### src/rtl/spi_flash_boot_ctrl.sv
// spi_flash_boot_ctrl: boot sequencer that copies BOOT_WORDS 32-bit words
// from an SPI NOR flash (READ 0x03, SPI mode 0) into instruction memory while
// holding the core in reset, then releases the core.
//
// Bit engine: every SPI bit is a low half-period followed by a high
// half-period, each CLK_DIV clk cycles long. MOSI only moves when SCLK falls.
// MISO is captured on the clk edge that raises SCLK. The imem write for a
// word is issued one cycle after its last bit is captured, while SCLK keeps
// running into the next word.

module spi_flash_boot_ctrl #(
    parameter int          BOOT_WORDS  = 1024,
    parameter logic [23:0] FLASH_BASE  = 24'h000000,
    parameter int          CLK_DIV     = 1,
    parameter int          IMEM_ADDR_W = 16
) (
    input  logic                   clk,
    input  logic                   reset_n,
    input  logic                   i_boot_bypass,
    output logic                   o_flash_sclk,
    output logic                   o_flash_cs_n,
    output logic                   o_flash_mosi,
    input  logic                   i_flash_miso,
    output logic                   o_imem_we,
    output logic [IMEM_ADDR_W-1:0] o_imem_addr,
    output logic [31:0]            o_imem_wdata,
    output logic                   o_core_reset_n,
    output logic                   o_boot_done
);

    // Counter widths: the divider counts 0..CLK_DIV-1, the word counter
    // counts 0..BOOT_WORDS-1.
    localparam int DIV_W  = (CLK_DIV > 1)    ? $clog2(CLK_DIV)    : 1;
    localparam int WORD_W = (BOOT_WORDS > 1) ? $clog2(BOOT_WORDS) : 1;

    localparam logic [DIV_W-1:0]  DIV_LAST  = DIV_W'(CLK_DIV - 1);
    localparam logic [DIV_W-1:0]  DIV_ZERO  = {DIV_W{1'b0}};
    localparam logic [DIV_W-1:0]  DIV_ONE   = DIV_W'(1);
    localparam logic [WORD_W-1:0] WORD_LAST = WORD_W'(BOOT_WORDS - 1);
    localparam logic [WORD_W-1:0] WORD_ZERO = {WORD_W{1'b0}};
    localparam logic [WORD_W-1:0] WORD_ONE  = WORD_W'(1);
    localparam logic [31:0]       CMD_FRAME = {8'h03, FLASH_BASE};

    typedef enum logic [2:0] {
        ST_IDLE     = 3'd0,
        ST_CS_SETUP = 3'd1,
        ST_CMD      = 3'd2,
        ST_DATA     = 3'd3,
        ST_CS_HOLD  = 3'd4,
        ST_DONE     = 3'd5
    } state_t;

    // Flash bytes arrive MSB-first and are packed little-endian: the first
    // byte received (top of the shift register) lands in bits [7:0].
    function automatic logic [31:0] byte_swap(input logic [31:0] w);
        return {w[7:0], w[15:8], w[23:16], w[31:24]};
    endfunction

    state_t                   state_r;
    logic                     run_r;
    logic [DIV_W-1:0]         div_cnt_r;
    logic [4:0]               bit_cnt_r;
    logic [WORD_W-1:0]        word_cnt_r;
    logic [31:0]              shift_r;
    logic [31:0]              rx_r;
    logic                     wr_pend_r;
    logic                     sclk_r;
    logic                     cs_n_r;
    logic                     mosi_r;
    logic                     imem_we_r;
    logic [IMEM_ADDR_W-1:0]   imem_addr_r;
    logic [31:0]              imem_wdata_r;
    logic                     core_reset_n_r;
    logic                     boot_done_r;

    // Boot sequencer: state, SPI bit engine, word assembly and imem strobe.
    always_ff @(posedge clk or negedge reset_n) begin
        if (!reset_n) begin
            state_r        <= ST_IDLE;
            run_r          <= 1'b0;
            div_cnt_r      <= DIV_ZERO;
            bit_cnt_r      <= 5'd0;
            word_cnt_r     <= WORD_ZERO;
            shift_r        <= 32'h0000_0000;
            rx_r           <= 32'h0000_0000;
            wr_pend_r      <= 1'b0;
            sclk_r         <= 1'b0;
            cs_n_r         <= 1'b1;
            mosi_r         <= 1'b0;
            imem_we_r      <= 1'b0;
            imem_addr_r    <= {IMEM_ADDR_W{1'b0}};
            imem_wdata_r   <= 32'h0000_0000;
            core_reset_n_r <= 1'b0;
            boot_done_r    <= 1'b0;
        end else begin
            // Write strobe: one cycle after the last bit of a word is captured.
            // Address and data hold after the strobe drops.
            imem_we_r <= 1'b0;
            wr_pend_r <= 1'b0;
            if (wr_pend_r) begin
                imem_we_r    <= 1'b1;
                imem_addr_r  <= IMEM_ADDR_W'(word_cnt_r);
                imem_wdata_r <= byte_swap(rx_r);
            end else begin
                imem_we_r <= 1'b0;
            end

            case (state_r)
                ST_IDLE: begin
                    // The first cycle out of reset only arms the sequencer, so
                    // IDLE occupies one full cycle before bypass is sampled.
                    if (!run_r) begin
                        run_r <= 1'b1;
                    end else if (i_boot_bypass) begin
                        state_r        <= ST_DONE;
                        boot_done_r    <= 1'b1;
                        core_reset_n_r <= 1'b1;
                    end else begin
                        state_r   <= ST_CS_SETUP;
                        cs_n_r    <= 1'b0;
                        mosi_r    <= CMD_FRAME[31];
                        shift_r   <= CMD_FRAME;
                        div_cnt_r <= DIV_ZERO;
                    end
                end

                ST_CS_SETUP: begin
                    // CS low with SCLK low for CLK_DIV cycles, first bit on MOSI.
                    if (div_cnt_r == DIV_LAST) begin
                        div_cnt_r <= DIV_ZERO;
                        bit_cnt_r <= 5'd0;
                        state_r   <= ST_CMD;
                    end else begin
                        div_cnt_r <= div_cnt_r + DIV_ONE;
                    end
                end

                ST_CMD: begin
                    if (div_cnt_r == DIV_LAST) begin
                        div_cnt_r <= DIV_ZERO;
                        if (!sclk_r) begin
                            sclk_r <= 1'b1;
                        end else begin
                            // Falling edge closes the bit and presents the next one.
                            sclk_r <= 1'b0;
                            if (bit_cnt_r == 5'd31) begin
                                bit_cnt_r <= 5'd0;
                                mosi_r    <= 1'b0;
                                state_r   <= ST_DATA;
                            end else begin
                                bit_cnt_r <= bit_cnt_r + 5'd1;
                                mosi_r    <= shift_r[30];
                                shift_r   <= {shift_r[30:0], 1'b0};
                            end
                        end
                    end else begin
                        div_cnt_r <= div_cnt_r + DIV_ONE;
                    end
                end

                ST_DATA: begin
                    if (div_cnt_r == DIV_LAST) begin
                        div_cnt_r <= DIV_ZERO;
                        if (!sclk_r) begin
                            // Rising edge: capture MISO, flag a complete word.
                            sclk_r <= 1'b1;
                            rx_r   <= {rx_r[30:0], i_flash_miso};
                            if (bit_cnt_r == 5'd31) begin
                                wr_pend_r <= 1'b1;
                            end else begin
                                wr_pend_r <= 1'b0;
                            end
                        end else begin
                            sclk_r <= 1'b0;
                            if (bit_cnt_r == 5'd31) begin
                                // Word boundary. The strobe for this word reads
                                // word_cnt_r on or before this edge.
                                bit_cnt_r <= 5'd0;
                                if (word_cnt_r == WORD_LAST) begin
                                    state_r <= ST_CS_HOLD;
                                end else begin
                                    word_cnt_r <= word_cnt_r + WORD_ONE;
                                end
                            end else begin
                                bit_cnt_r <= bit_cnt_r + 5'd1;
                            end
                        end
                    end else begin
                        div_cnt_r <= div_cnt_r + DIV_ONE;
                    end
                end

                ST_CS_HOLD: begin
                    // Hold CS low with SCLK low for CLK_DIV cycles, then release.
                    if (div_cnt_r == DIV_LAST) begin
                        div_cnt_r      <= DIV_ZERO;
                        state_r        <= ST_DONE;
                        cs_n_r         <= 1'b1;
                        mosi_r         <= 1'b0;
                        boot_done_r    <= 1'b1;
                        core_reset_n_r <= 1'b1;
                    end else begin
                        div_cnt_r <= div_cnt_r + DIV_ONE;
                    end
                end

                ST_DONE: begin
                    cs_n_r         <= 1'b1;
                    sclk_r         <= 1'b0;
                    mosi_r         <= 1'b0;
                    boot_done_r    <= 1'b1;
                    core_reset_n_r <= 1'b1;
                end

                default: begin
                    // Unreachable encodings park the sequencer safely with
                    // the core still held in reset.
                    state_r        <= ST_IDLE;
                    run_r          <= 1'b0;
                    cs_n_r         <= 1'b1;
                    sclk_r         <= 1'b0;
                    mosi_r         <= 1'b0;
                    core_reset_n_r <= 1'b0;
                    boot_done_r    <= 1'b0;
                end
            endcase
        end
    end

    assign o_flash_sclk   = sclk_r;
    assign o_flash_cs_n   = cs_n_r;
    assign o_flash_mosi   = mosi_r;
    assign o_imem_we      = imem_we_r;
    assign o_imem_addr    = imem_addr_r;
    assign o_imem_wdata   = imem_wdata_r;
    assign o_core_reset_n = core_reset_n_r;
    assign o_boot_done    = boot_done_r;

endmodule

### config.mk
export PLATFORM = sky130hd
export DESIGN_NAME = spi_flash_boot_ctrl
export DESIGN_NICKNAME = d
export VERILOG_FILES = /design/src/rtl/spi_flash_boot_ctrl.sv
export SDC_FILE = /design/constraint.sdc
export NUM_CORES = 1
export LEC_CHECK = 0
export ABC_AREA = 1
export CORE_UTILIZATION = 38
export CTS_BUF_LIST = sky130_fd_sc_hd__clkbuf_16
export DETAILED_ROUTE_END_ITERATION = 10
export DONT_BUFFER_PORTS = 1
export GPL_TIMING_DRIVEN = 0
export HOLD_SLACK_MARGIN = 0.12
export PLACE_DENSITY_LB_ADDON = 0.2
export SLEW_MARGIN = 20
export SYNTH_ARGS = -nofsm -noshare
export SYNTH_HDL_FRONTEND = slang
export SYNTH_SLANG_ARGS = --single-unit
### constraint.sdc
create_clock -name clk -period 2 [get_ports clk]
set_clock_uncertainty 0.1 [all_clocks]
set_input_delay 0.2 -clock clk [delete_from_list [all_inputs] [get_ports clk]]
set_output_delay 0.2 -clock clk [all_outputs]
set_load 0.005 [all_outputs]
==> results.json, run 1 <==
{
  "status": "finished with violations",
  "violations": "hold timing",
  "syn_area_sq_um": 4730,
  "p_comb_share_pct": 0.4,
  "ctsHoldBuffers": 2,
  "worst-path-buf-inv": 1,
  "worstSkewPairLatency_ns": 0.35,
  "crit_chain": "ha_1 -> nand2_1 -> nor2_1 -> ha_4 -> inv_2 -> nand3_2 -> nand3_1 -> nor2_1 -> nand3_1 -> nand2_1",
  "drt_wl_total_um": 8830,
  "p_seq_share_pct": 56.2,
  "avgViaCountPerCell": 4.60,
  "dpl.hpwl_um": 6030,
  "synthAdderAreaFrac_pct": 0.794,
  "yosysSeqAreaShare_pct": 56.1,
  "synth-simple-area-share_pct": 23.6,
  "synth_flop_cell": "dfrtp_1",
  "grt_pass1_vias": 2988,
  "cp_slowest_cell": "dfrtp_1",
  "overflow": 0,
  "synthCells": 481,
  "p_per_area_nw_per_um2": 725,
  "core_area_sq_um": 12100,
  "vias": 3089,
  "worst_ir_drop_vdd_v": 0.000334,
  "clk_path_buf_depth": 2,
  "leakage_nw": 2.74,
  "crit_path_end_kind": "register",
  "p_clk_share_pct": 43.4,
  "timing.rr.start": "bit_cnt_r[1]$_DFFE_PN0P_",
  "start_util_pct": 39.2,
  "hold_class": "input port to asynchronous set/reset pin",
  "holdWs_ns": -0.560,
  "drt.antenna.violating_nets": 0,
  "first_pass_iters": 4,
  "rr_worst_depth": 10,
  "antenna_found_initial": 0,
  "slowest_delay_ns": 0.38,
  "synth_compound_area_share_pct": 4.31,
  "area_growth_pct": 11.2,
  "tritoncts": "done",
  "n_antenna_cell": 0,
  "crit_type": "register to register",
  "numCtsBuffers": 9,
  "swShare_pct": 21.4,
  "clock-sinks": 106,
  "post_cts_buffers": 0,
  "finalCritPeriodShare_pct": 90.7,
  "pin_count": 58,
  "async_flop_share_pct": 100,
  "root_buffer": "clkbuf_16",
  "synth_edf_count": 0,
  "synth_area_leader_cell": "dfrtp_1",
  "final_core_util_pct": 43.6,
  "yosys-mux-area-fraction_pct": 7.38,
  "synth-seq-cells": 106,
  "drive_gt1_share_pct": 19.6,
  "finalSetupTns_ns": 0,
  "hold_viol_final": 106,
  "drt_first_iter_violations": 212,
  "drv_slew": 0,
  "max_freq_mhz": 552,
  "clk_pin_slew_ns": 0.07,
  "avgSynthCellArea_sq_um": 9.83,
  "place_congestion": 0.820,
  "rows": 40,
  "io_buffers": 0,
  "yosysUniqueCellTypes": 37,
  "max_cap_viol_count": 0,
  "yosys_warnings": 0,
  "num-nets-final": 506,
  "power_switching_w": 0.000817,
  "dieArea_sq_um": 12900,
  "fp.dieH_um": 114,
  "die_w_um": 114,
  "wl_per_cell_um": 13.1,
  "required_ns": 2.19,
  "cp.arrival_ns": 2.00,
  "min_period_ns": 1.81,
  "r2r_setup_slack_ns": 0.19,
  "rsz0062_at_grt": "no",
  "setup_viol": 0,
  "synth_area_leaders": "dfrtp_1 56%, nand2_1 13%, mux2_2 7.4%",
  "drt_drc_violations_left": 0,
  "totalPowerFinal_w": 0.00381,
  "grt_usage_pct": 15.0,
  "cts_max_level": 3,
  "grt_max_degree": 107,
  "startpoint_type": "register",
  "path_delay_family": "simple AND/OR/NAND/NOR gates",
  "synth_top_family_by_area": "simple AND/OR/NAND/NOR gates",
  "synth.top_cell.area_share_pct": 55.6,
  "cp_max_fo": 4,
  "r2r_end": "state_r[1]$_DFFE_PN0P_",
  "synth-xor-area-share_pct": 1.11,
  "p_int_w": 0.00300,
  "grt_pass1_wl_um": 15000
}
==> what timing repair did <==
| action | 4_1_cts | 5_1_grt |
|---|---|---|
| endpoints found under the hold margin | 111 | 106 |
| resized for setup | 0 | 2 |
| setup endpoints to repair | 0 | 3 |
==> per-layer routing <==
layer / wire length (um) / vias to the layer above / part of all wire, % / track usage (%)
met5: 0 / - / 0 / 0
met1: 4270 / 1482 / 48 / 20.5
met4: 144 / 0 / 1.6 / 6.58
met2: 3950 / 58 / 45 / 21.9
met3: 469 / 11 / 5.3 / 4.52
li1: - / 1538 / - / -
==> through the flow <==
step	cell area [sq um]	setup slack [ns]	cells	hold slack, ns
6_report	5260	0.187	672	-0.560
5_1_grt	5260	0.0118	672	-0.580
4_1_cts	5250	0.0765	672	-0.571
3_5_place_dp	4960	0.103	654	-0.191
3_3_place_gp	4960	0.109	654	-0.190
2_1_floorplan	4750	0.381	486	-0.196
==> final cells by class <==
type                       instances  area (sq um)
sequential                       106          2650
clock buffer                       9           225
clock inverter                     7          45.0
tap                              168           210
timing repair buffer               2          20.0
inverter                          34           135
multi-input combinational        322          1790
fill                            1178          6800
buffer                            24           176
==> flip-flops by register name, summed over array words and instances (netlist names) <==
signal / count
bit_cnt_r: 5
o_boot_done: 1
o_flash_cs_n: 1
o_flash_mosi: 1
o_flash_sclk: 1
o_imem_addr: 10
o_imem_wdata: 32
o_imem_we: 1
run_r: 1
rx_r: 32
shift_r: 7
state_r: 3
word_cnt_r: 10
wr_pend_r: 1
==> worst register-to-register path, cell delays in order, from the launching register on <==
cell	delay, ns
dfrtp_1	0.38
ha_1	0.17
nand2_1	0.07
nor2_1	0.19
ha_4	0.22
inv_2	0.08
nand3_2	0.11
nand3_1	0.08
nor2_1	0.17
nand3_1	0.11
nand2_1	0.08
==> cells in the mapped netlist (3+ instances only) <==
cell	number
nand3_1	15
inv_1	27
dfrtp_1	105
buf_4	8
mux2_2	31
buf_6	6
inv_2	5
buf_2	9
o21ai_0	10
nand2_4	5
xor2_1	5
a21oi_1	16
o21ai_1	5
nor2_1	36
ha_1	3
nand2_1	167
nor2_8	3
nor2_4	3
==> cells by family after synthesis <==
group	Yosys count
simple gates	240
flops	106
buf+inv	58
compound gates	36
mux	31
xor+xnor	6
fa+ha+maj	3
other cells	1
==> power groups by stage <==
| stage | clock network (W) | registers (W) | logic, W |
|---|---|---|---|
| global route | 0.00178 | 0.00214 | 0.0000176 |
| finish | 0.00165 | 0.00214 | 0.0000157 |
| detailed placement | 0 | 0.00218 | 0.0000116 |
| floorplan | 0 | 0.00218 | 0.0000115 |
| global placement | 0 | 0.00218 | 0.0000116 |
| CTS | 0.00170 | 0.00214 | 0.0000154 |
==> placed cells by master (no fill, tap or decap), types with 2 or more instances in the layout <==
| cell type | n |
|---|---|
| inv_6 | 3 |
| nor2_1 | 36 |
| mux2_2 | 31 |
| inv_1 | 29 |
| ha_1 | 2 |
| nand2_1 | 167 |
| a21oi_1 | 16 |
| nand2_4 | 5 |
| inv_2 | 5 |
| clkinvlp_4 | 2 |
| nand3_2 | 2 |
| conb_1 | 6 |
| buf_4 | 8 |
| buf_2 | 9 |
| nand3_4 | 2 |
| o21ai_0 | 10 |
| dlygate4sd3_1 | 2 |
| o21ai_1 | 5 |
| clkbuf_16 | 9 |
| dfrtp_1 | 105 |
| nor2_8 | 3 |
| nand3_1 | 15 |
| nor2_4 | 3 |
| buf_6 | 6 |
| nand4_1 | 2 |
| xor2_1 | 5 |
==> how the worst max path moves through the flow <==
| stage | from | endpoint | slack (ns) | cells past startpoint |
|---|---|---|---|---|
| 2_1_floorplan | bit_cnt_r[1]$_DFFE_PN0P_ | state_r[1]$_DFFE_PN0P_ | 0.38 | 11 |
| 3_3_place_gp | bit_cnt_r[1]$_DFFE_PN0P_ | state_r[1]$_DFFE_PN0P_ | 0.11 | 11 |
| 3_5_place_dp | bit_cnt_r[1]$_DFFE_PN0P_ | state_r[1]$_DFFE_PN0P_ | 0.10 | 11 |
| 4_1_cts | bit_cnt_r[1]$_DFFE_PN0P_ | state_r[1]$_DFFE_PN0P_ | 0.08 | 11 |
| 5_1_grt | bit_cnt_r[1]$_DFFE_PN0P_ | state_r[0]$_DFFE_PN0P_ | 0.01 | 10 |
| 6_report | bit_cnt_r[1]$_DFFE_PN0P_ | state_r[1]$_DFFE_PN0P_ | 0.19 | 10 |
Power figures use the tool's default switching activity.
==> run 2: changes to the inputs <==
--- a/config.mk
+++ b/config.mk
@@ -6,7 +6,7 @@
 export NUM_CORES = 1
 export LEC_CHECK = 0
 export ABC_AREA = 1
-export CORE_UTILIZATION = 38
+export CORE_UTILIZATION = 49
 export CTS_BUF_LIST = sky130_fd_sc_hd__clkbuf_16
 export DETAILED_ROUTE_END_ITERATION = 10
 export DONT_BUFFER_PORTS = 1
==> run 2 against run 1 <==
  * The flow still finishes with violations (hold timing)
  * Count of clock-buffer cells in the layout unchanged
  * Wire length down 3.5%
  * Critical path depth up 1
  * Sequential power about the same
  * Register-to-register slack worse by 0.06 ns
  * Non-clock buffer count unchanged
  * Core utilization up 13 points
  * Critical path type unchanged
==> results.json, run 2 (same netlist as run 1, synthesis figures left out) <==
{
  "cp_slowest_cell": "dfrtp_1",
  "worst_ir_drop_vdd_v": 0.000385,
  "vias": 3101,
  "place_congestion": 0.795,
  "leakage_nw": 2.74,
  "cp_max_fo": 4,
  "drt_drc_violations_left": 0,
  "grt_pass1_vias": 3114,
  "drive_gt1_share_pct": 19.6,
  "root_buffer": "clkbuf_16",
  "min_period_ns": 1.88,
  "swShare_pct": 21.2,
  "num-nets-final": 506,
  "cts_max_level": 3,
  "violations": "hold timing",
  "first_pass_iters": 5,
  "dieArea_sq_um": 10000,
  "grt_usage_pct": 18.4,
  "hold_class": "input port to asynchronous set/reset pin",
  "die_w_um": 100,
  "postPlaceCellArea_sq_um": 4910,
  "clock-sinks": 106,
  "finalNonFillerCells": 633,
  "finalCritPeriodShare_pct": 93.8,
  "start_util_pct": 50.9,
  "holdWs_ns": -0.551,
  "crit_type": "register to register",
  "drt_wl_total_um": 8520,
  "setup_viol": 0,
  "p_per_area_nw_per_um2": 731,
  "max_cap_viol_count": 0,
  "crit_chain": "ha_1 -> nand2_1 -> nor2_1 -> ha_4 -> inv_2 -> nand3_2 -> nand2_1 -> nor2_1 -> nand3_1 -> nand2_1 -> nand2_1",
  "dpl.hpwl_um": 5750,
  "io_buffers": 0,
  "avgViaCountPerCell": 4.90,
  "final_cell_mix": "167 x nand2_1, 105 x dfrtp_1, 36 x nor2_1, 31 x mux2_2, 28 x inv_1",
  "power_switching_w": 0.000807,
  "worstSkewPairLatency_ns": 0.34,
  "p_seq_share_pct": 56.1,
  "tritoncts": "done",
  "pin_count": 58,
  "drv_slew": 0,
  "overflow": 0,
  "p_clk_share_pct": 43.5,
  "drt_first_iter_violations": 88,
  "clk_path_buf_depth": 2,
  "n_antenna_cell": 0,
  "post_cts_buffers": 0,
  "clk_pin_slew_ns": 0.07,
  "hold_viol_final": 106,
  "grt_max_degree": 107,
  "startpoint_type": "register",
  "drt.antenna.violating_nets": 0,
  "numCtsBuffers": 9,
  "crit_path_end_kind": "register",
  "ctsHoldBuffers": 2,
  "rows": 35,
  "antenna_found_initial": 0,
  "layout_commonest_cell": "nand2_1",
  "status": "finished with violations",
  "required_ns": 2.13,
  "wl_per_cell_um": 13.5,
  "max_freq_mhz": 533,
  "core_area_sq_um": 9280,
  "p_comb_share_pct": 0.4,
  "final_area_sq_um": 5220,
  "area_growth_pct": 10.4,
  "finalSetupTns_ns": 0,
  "slowest_delay_ns": 0.39,
  "grt_pass1_wl_um": 14700,
  "placedCellCount": 615,
  "cp_common_cell": "nand2_1",
  "fillers": 857,
  "fp.dieH_um": 100,
  "p_int_w": 0.00301,
  "cp.arrival_ns": 2.01,
  "totalPowerFinal_w": 0.00382
}
## run 2: layout make-up
class,count,area [sq um],area share (%)
Tap cell,129,161,3.09
Multi-Input combinational cell,322,1790,34.4
Buffer,24,176,3.38
Clock inverter,7,53.8,1.03
Sequential cell,106,2650,50.8
Inverter,34,135,2.59
Timing Repair Buffer,2,20.0,0.384
Clock buffer,9,225,4.31
## run 2: worst max-delay path, delay by kind of cell, from the launching register on
family	cells	cell delay (ns)
AND/OR/NAND/NOR	8	0.79
adder cells (fa/ha/maj)	2	0.41
buffers and inverters	1	0.08
flip-flops	1	0.39
## run 2: timing repair
item | CTS | global route
gates resized for setup | 0 | 2
hold endpoints to repair | 111 | 106
endpoints found under the setup margin | 0 | 3
## run 2: per-layer routing
layer  GRT usage [%]  part of all wire (%)  up-vias
met5               0                     0        -
met4            7.02                   1.0        0
met3            4.25                   5.0        7
met2            28.8                    47       62
met1            25.1                    47     1495
li1                -                     -     1537
## run 2: worst paths after layout
path | start | endpoint | slack, ns | cells past startpoint
max in group asynchronous | reset_n | o_flash_cs_n$_DFFE_PN1P_ | 2.15 | 0
min in group clk | wr_pend_r$_DFF_PN0_ | o_imem_we$_DFF_PN0_ | 0.29 | 0
worst min register to register | wr_pend_r$_DFF_PN0_ | o_imem_we$_DFF_PN0_ | 0.29 | 0
worst max-delay path | bit_cnt_r[1]$_DFFE_PN0P_ | state_r[1]$_DFFE_PN0P_ | 0.12 | 11
worst min-delay path | reset_n | word_cnt_r[0]$_DFFE_PN0P_ | -0.55 | 0
worst max register to register | bit_cnt_r[1]$_DFFE_PN0P_ | state_r[1]$_DFFE_PN0P_ | 0.12 | 11
## run 2: stage by stage
| step | setup WS [ns] | utilization, % |
|---|---|---|
| 2_1_floorplan | 0.381 | - |
| 3_3_place_gp | 0.121 | 52.9 |
| 3_5_place_dp | 0.132 | 52.9 |
| 4_1_cts | 0.0410 | 56.1 |
| 5_1_grt | -0.0184 | 56.2 |
| 6_report | 0.124 | 56.2 |
## run 2: power by group through the flow
stage                     registers, W  clock network (W)  logic (W)
final                          0.00214            0.00166  0.0000156
after global routing           0.00214            0.00180  0.0000177
after CTS                      0.00214            0.00170  0.0000152
after global placement         0.00218                  0  0.0000116
after detailed placement       0.00218                  0  0.0000116
after floorplan                0.00218                  0  0.0000115
